[config.mk]
export PLATFORM = sky130hd
export DESIGN_NAME = cacop_seq
export DESIGN_NICKNAME = d
export VERILOG_FILES = /design/src/rtl/cacop_seq_pkg.sv /design/src/rtl/cacop_seq_if.sv /design/src/rtl/cacop_watchdog.sv /design/src/rtl/cacop_seq.sv
export SDC_FILE = /design/constraint.sdc
export NUM_CORES = 1
export LEC_CHECK = 0
export CAP_MARGIN = 10
export CELL_PAD_IN_SITES_DETAIL_PLACEMENT = 1
export CELL_PAD_IN_SITES_GLOBAL_PLACEMENT = 2
export CORE_MARGIN = 2
export CORE_UTILIZATION = 25
export CTS_BUF_LIST = sky130_fd_sc_hd__clkbuf_4
export DETAILED_ROUTE_END_ITERATION = 10
export GPL_TIMING_DRIVEN = 1
export PLACE_DENSITY_LB_ADDON = 0.1
export SLEW_MARGIN = 40
export SYNTH_ARGS = -nofsm -noshare
export SYNTH_HDL_FRONTEND = slang
export SYNTH_SLANG_ARGS = --single-unit
[constraint.sdc]
create_clock -name clk -period 3.3 [get_ports clk]
set_clock_uncertainty 0.15 [all_clocks]
set_input_delay 0.66 -clock clk [delete_from_list [all_inputs] [get_ports clk]]
set_output_delay 0.66 -clock clk [all_outputs]
set_load 0.05 [all_outputs]
[src/rtl/cacop_seq_pkg.sv]
// cacop_seq_pkg: shared state, target encodings and opcode constants for the cacop sequencer
package cacop_seq_pkg;
  typedef enum logic [2:0] {S_IDLE, S_DRAIN, S_ISSUE, S_WAIT, S_DONE} state_e;
  typedef enum logic [1:0] {TGT_IC = 2'd0, TGT_DC = 2'd1, TGT_L2 = 2'd2, TGT_NONE = 2'd3} tgt_e;
  localparam int IBAR_BIT = 31;
endpackage

[src/rtl/cacop_seq_if.sv]
// cacop_seq_if: watchdog control bundle between the sequencer FSM and its timeout counter
interface cacop_seq_if;
  logic clr;
  logic en;
  logic expired;
  modport master (output clr, en, input expired);
  modport slave  (input clr, en, output expired);
endinterface

[src/rtl/cacop_watchdog.sv]
// cacop_watchdog: cycle counter that flags expiry once it has counted TIMEOUT enabled cycles
module cacop_watchdog #(
  parameter int TIMEOUT = 1023,
  parameter int CNT_W   = 10
) (
  input logic        clk,
  input logic        rst,
  cacop_seq_if.slave wd
);
  logic [CNT_W-1:0] cnt_q, cnt_d;
  always_comb cnt_d = wd.clr ? '0 : wd.en ? cnt_q + CNT_W'(1) : cnt_q;
  always_ff @(posedge clk or posedge rst) begin
    if (rst) cnt_q <= '0;
    else     cnt_q <= cnt_d;
  end
  assign wd.expired = wd.en && (cnt_q == CNT_W'(TIMEOUT));
endmodule

[src/rtl/cacop_seq.sv]
// cacop_seq: sequences cacop/ibar requests to the icache, dcache or L2, stalling the pipeline
// until the target completes or the watchdog expires.
module cacop_seq
  import cacop_seq_pkg::*;
#(
  parameter int TIMEOUT = 1023,
  parameter int CNT_W   = 10
) (
  input  logic        clk,
  input  logic        rst,
  input  logic        req_valid,
  input  logic [31:0] req_opcode,
  input  logic [31:0] req_addr,
  input  logic        req_icache,
  input  logic        req_dcache,
  input  logic        req_l2cache,
  input  logic        flush,
  input  logic        dcache_wbuf_empty,
  input  logic        ic_ready,
  input  logic        dc_ready,
  input  logic        l2_ready,
  input  logic        ic_done,
  input  logic        dc_done,
  input  logic        l2_done,
  output logic        ic_valid,
  output logic        dc_valid,
  output logic        l2_valid,
  output logic [31:0] op_addr,
  output logic [31:0] op_code,
  output logic        pipe_stall,
  output logic        op_done,
  output logic        op_err
);
  state_e      state_q, state_d;
  tgt_e        tgt_q, tgt_d;
  logic [31:0] addr_q, addr_d, code_q, code_d;
  logic        err_q, err_d;
  logic        accept, ibar, onehot, sel_ready, sel_done, busy;
  cacop_seq_if wd_if ();
  cacop_watchdog #(.TIMEOUT(TIMEOUT), .CNT_W(CNT_W)) u_wd (.clk(clk), .rst(rst), .wd(wd_if));
  assign accept = req_valid && !flush;
  assign ibar   = req_opcode[IBAR_BIT];
  assign onehot = (req_icache ^ req_dcache ^ req_l2cache) && !(req_icache && req_dcache && req_l2cache);
  assign sel_ready = tgt_q == TGT_IC ? ic_ready : tgt_q == TGT_DC ? dc_ready : tgt_q == TGT_L2 ? l2_ready : 1'b0;
  assign sel_done  = tgt_q == TGT_IC ? ic_done  : tgt_q == TGT_DC ? dc_done  : tgt_q == TGT_L2 ? l2_done  : 1'b0;
  assign busy = state_q == S_DRAIN || state_q == S_ISSUE || state_q == S_WAIT;
  // Counter is held clear outside DRAIN/WAIT, so it starts at zero on every entry.
  assign wd_if.en  = state_q == S_DRAIN || state_q == S_WAIT;
  assign wd_if.clr = !wd_if.en;
  always_comb begin
    state_d = state_q;
    tgt_d   = tgt_q;
    addr_d  = addr_q;
    code_d  = code_q;
    err_d   = 1'b0;
    case (state_q)
      S_IDLE: if (accept) begin
        addr_d  = req_addr;
        code_d  = req_opcode;
        tgt_d   = ibar ? TGT_IC : !onehot ? TGT_NONE : req_icache ? TGT_IC : req_dcache ? TGT_DC : TGT_L2;
        state_d = ibar ? S_DRAIN : onehot ? S_ISSUE : S_DONE;
      end
      S_DRAIN: begin
        state_d = flush ? S_IDLE : dcache_wbuf_empty ? S_ISSUE : wd_if.expired ? S_DONE : S_DRAIN;
        err_d   = !flush && !dcache_wbuf_empty && wd_if.expired;
      end
      S_ISSUE: if (sel_ready) state_d = sel_done ? S_DONE : S_WAIT;
      S_WAIT: begin
        state_d = (sel_done || wd_if.expired) ? S_DONE : S_WAIT;
        err_d   = !sel_done && wd_if.expired;
      end
      S_DONE:  state_d = S_IDLE;
      default: state_d = S_IDLE;
    endcase
  end
  always_ff @(posedge clk or posedge rst) begin
    if (rst) begin
      state_q <= S_IDLE;
      tgt_q   <= TGT_NONE;
      addr_q  <= '0;
      code_q  <= '0;
      err_q   <= 1'b0;
    end else begin
      state_q <= state_d;
      tgt_q   <= tgt_d;
      addr_q  <= addr_d;
      code_q  <= code_d;
      err_q   <= err_d;
    end
  end
  assign ic_valid   = state_q == S_ISSUE && tgt_q == TGT_IC;
  assign dc_valid   = state_q == S_ISSUE && tgt_q == TGT_DC;
  assign l2_valid   = state_q == S_ISSUE && tgt_q == TGT_L2;
  assign op_addr    = addr_q;
  assign op_code    = code_q;
  assign pipe_stall = !rst && (busy || (state_q == S_IDLE && accept));
  assign op_done    = state_q == S_DONE;
  assign op_err     = op_done && err_q;
endmodule

**Yosys cells after proc, flatten, opt, wreduce, memory -nomap -nowiden**

Index checks and enable logic that the tools add are counted.

- Reduce and logical (&&, ||, !) cells: 28
- Add/subtract/negate cells: 1
- Eq/ne operators: 9
- Bitwise operators: 2
- Muxes and demuxes: 22

Operators by type and width:

| operator | count |
|---|---|
| $mux W3 | 9 |
| $logic_and A1 B1 Y1 | 14 |
| $pmux W3 S4 | 1 |
| $add A10 B1 Y10 const B | 1 |
| $eq A10 B10 Y1 const B | 1 |
| $mux W10 | 1 |
| $mux W2 | 4 |
| $eq A3 B2 Y1 const B | 2 |
| $mux W1 | 6 |
| $logic_not A1 Y1 | 5 |
| $logic_or A1 B1 Y1 | 5 |
| $ne A2 B2 Y1 const B | 2 |
| $reduce_and A2 Y1 | 2 |
| $eq A3 B1 Y1 const B | 1 |
| $eq A3 B3 Y1 const B | 1 |
| $logic_not A3 Y1 | 1 |
| $eq A2 B1 Y1 const B | 1 |
| $eq A2 B2 Y1 const B | 1 |
| $logic_not A2 Y1 | 1 |
| $pmux W1 S2 | 1 |
| $xor A1 B1 Y1 | 2 |

- Logic and storage cells: 68
- Register bits after elaboration: 80

**Logic depth before layout (Yosys ltp)**

- Word-level depth: 8
- Depth in mapped cells: 7

**Modules after synthesis**

From an unflattened synthesis, not the netlist that was laid out.

- Cell total of the unflattened synthesis: 249
- Area, all modules: 3463.3 µm²

Modules (own cells, without submodules):

| module | area each (µm²) | times used | cells an instance |
|---|---|---|---|
| cacop_seq | 2946.6 | 1 | 198 |
| cacop_watchdog | 516.7 | 1 | 51 |

**Worst setup path before layout**

Ideal clock, no wire load.

- Kind: input port to output port
- Start: in rst
- End: out pipe_stall
- Data required time: 2.490 ns
- Arrival: 2.942 ns
- Stages on the path: 2
- Path buffers: 0
- Path slack: -0.452 ns
- Path through: inv_1 and2_1

- Cells in the longest elaborated chain, start to end: 2

RTL lines:

| element | line | text |
|---|---|---|
| start: declaration | cacop_seq.sv:10 | `input logic rst,` |
| $logic_not A1 Y1 (no line) | -- |  |
| $logic_and A1 B1 Y1 | cacop_seq.sv:96 | `assign pipe_stall = !rst && (busy \|\| (state_q == S_IDLE && accept));` |
| end: declaration | cacop_seq.sv:30 | `output logic pipe_stall,` |

Every way passes these cells.

**Final worst setup path**

- Start: reg state_q[0]
- End: out dc_valid

- Cells in the longest elaborated chain, start to end: 2

RTL lines:

| element | line | text |
|---|---|---|
| start: declaration | cacop_seq.sv:34 | `state_e state_q, state_d;` |
| start signal: assignment | cacop_seq.sv:84 | `state_q <= state_d;` |
| $eq A3 B2 Y1 | cacop_seq.sv:92 | `assign dc_valid = state_q == S_ISSUE && tgt_q == TGT_DC;` |
| $logic_and A1 B1 Y1 | cacop_seq.sv:92 |  |
| end: declaration | cacop_seq.sv:26 | `output logic dc_valid,` |

Every way passes these cells.

==> reports/results.txt <==
max incr delay on CP: 800 ps
gr usage total: 13.2%
layout net count: 476
vias in the first global route: 2,774
pin count of the biggest net entering global routing: 50
CTS tree: done
Hold Slack: 344 ps
LEAKAGE: 2.23 nW
Synth Flop Type: dfrtp_1
Residual DRC: 0
Die Width: 121 um
Crit Path Max Fanout: 10
most frequent cells in the layout: clkdlybuf4s50_1 (146), dfrtp_1 (78), mux2_2 (49)
Tightest Pin Transition: 656 ps
number of hold buffers added after cts: 0
Crit path required time: 2490 ps
Final Hold Fails: 0
commonest non-fill, non-tap cell in the layout: clkdlybuf4s50_1
CTS Sinks: 80
Yosys warnings: 0
Post-CTS Resized: 0
top cells by area, synth: dfrtp_1 (57%), mux2_2 (16%), mux2_4 (7.0%)
Synth Register Bits: 80
minimum clock period: 3100 ps
DPL Wire Length: 6730 um
Max VDD drop: 0.438 mV
starting density of the core: 25.8%
worst path arrival time: 2290 ps
syn_nets: 326
M3 GR Usage: 5.97%
# IOs: 148
Routed wire per std cell: 16.0 um
Pre-Repair DR Iteration Count: 4
slew margin rel.: 56.3%
Die Y: 121 um
RSZ-0062 raised after global routing: no
met2 GRT Util: 20.3%
Post-Syn Area: 0.00345 mm^2
pwr dens: 1090 mW/mm^2
Placer Congestion: 0.727
crit-path cells: nor3b_1 -> and3b_1 -> clkdlybuf4s50_1
status: completed
syn avg cell area: 14.1 um^2
Worst Setup End Kind: output pin
clock-pin slew of the registers on the worst-case setup and hold paths: 130 ps
switch share: 46.3%
Detail Route Antenna Nets: 0
max cap viols: 0
Critical Path Start Type: flop
Routed WL: 9220 um
crit share post-route: 94.0%
Via Count: 2,508
Comb pwr share: 57.9%
Post-CTS Setup Inserts: 0
hold depth: 1
worst min path class: flop to flop
via-per-instance ratio: 4.35
Post-Synthesis Cells: 244
critical path class: flop to output pin
CP max stage cell: clkdlybuf4s50_1
Port Buffers: 147
ys async rst share: 100%
sequential share of power: 29.1%
Netlist cell types: 38
R2R depth: 4
Levels on crit path: 3
die area: 0.0147 mm^2
M1 GR Usage: 15.6%
WP buf/inv: 1
Slew Limit Fails: 0
CTS root buffer: clkbuf_4
global route hottest layer: met2
drt initial violations: 47
grt total ovfl: 0
critical path's top delay family: buffers and inverters
Psw: 2.67 mW
Clock Power Share: 13.0%
Fmax achieved: 322 MHz
H-tree depth: 3
global-route wire length before repair: 14,700 um
post-synth top area share: 56.6%
Setup-failing EPs final: 0
core box area: 0.0133 mm^2
clock latency on the worst-skew pair: 440 ps
TNS Setup: 0 ps
post-synth top area cell: dfrtp_1
layout cells sized above 1: 22.8%
Area growth, synth to finish: 54.0%
register area share after synthesis: 58.2%
EDFF count, synth: 0
initial antenna violation count: 1
total CTS buffers: 9
Internal Dissipation: 3.09 mW
Bufs on Longest Clock Path: 2
Rows: 42
[worst register-to-register path, delay by kind of cell, from the launching register on]
kind | cells | cell delay [ps]
buffers and inverters | 1 | 280
muxes | 1 | 310
and+or+nand+nor | 2 | 660
DFF | 1 | 510
[cell families after synthesis]
logic type,after synthesis,synth area share [%]
buffers and inverters,16,2.83
multiplexers,69,24.1
flip-flops,80,58.2
adder cells (fa/ha/maj),4,1.45
AO/OA/AOI/OAI,15,2.90
AND/OR/NAND/NOR,53,8.71
XOR/XNOR,7,1.78
[state kept, by name, indices dropped and copies added, names as in the netlist]
| signal | flops |
|---|---|
| err_q | 1 |
| op_addr | 32 |
| op_code | 32 |
| state_q | 3 |
| tgt_q | 2 |
| u_wd.cnt_q | 10 |
[worst paths after layout]
kind / to / from / slack [ps]
setup / recovery: dc_valid / state_q[0] / 200
hold / removal: u_wd.cnt_q[0] / u_wd.cnt_q[0] / 340
setup reg to reg: op_code[8] / state_q[0] / 1280
hold reg to reg: u_wd.cnt_q[0] / u_wd.cnt_q[0] / 340
max in group asynchronous: op_addr[21] / rst / 1470
min in group asynchronous: op_code[31] / rst / 540
[final cells by class]
cell class	count	area [um^2]
Multi-Input combinational cell	148	1350
Inverter	4	18.8
Antenna cell	1	2.50
Clock inverter	6	108
Fill cell	1428	8040
Clock buffer	10	75.1
Tap cell	176	220
Sequential cell	80	2000
Timing Repair Buffer	151	1520
[power by group through the flow]
stage	Sequential (mW)	Clock (mW)	Combinational (mW)
finish	1.68	0.748	3.34
floorplan	3.06	0	0.853
global placement	1.68	0	3.36
CTS	1.68	0.787	3.38
global route	1.75	0.824	3.49
detailed placement	1.70	0	3.37
[synth_stat cells, types with 3 or more instances]
cell type   n
a21oi_1     4
and2_1      3
buf_2       6
buf_6       4
dfrtp_1    78
ha_1        4
inv_1       4
mux2_2     49
mux2_4     16
mux2i_1     4
nand2_1     7
nand2b_1    4
nand3_1     3
nand3b_1    3
nand4_1     3
nor2_1     14
nor4_1      3
o211ai_1    3
xnor2_1     3
xor2_1      4
[per-stage QoR]
| stage | util (%) | cell area [um^2] | total power [mW] | instances | worst slack (ps) |
|---|---|---|---|---|---|
| 6_report | 39.7 | 5310 | 5.76 | 576 | 199 |
| 5_1_grt | 39.7 | 5310 | 6.07 | 576 | 1.38 |
| 3_3_place_gp | 38.4 | 5120 | 5.04 | 559 | 610 |
| 4_1_cts | 39.7 | 5300 | 5.86 | 575 | 122 |
| 3_5_place_dp | 38.4 | 5120 | 5.07 | 559 | 549 |
| 2_1_floorplan | - | 3450 | 3.91 | 244 | 133 |
[metal layers]
metal | up-vias | wire length [um]
li1 | 1158 | -
met1 | 1240 | 3810
met2 | 98 | 4250
met3 | 12 | 981
met4 | 0 | 180
met5 | - | 0
Power figures use the tool's default switching activity.
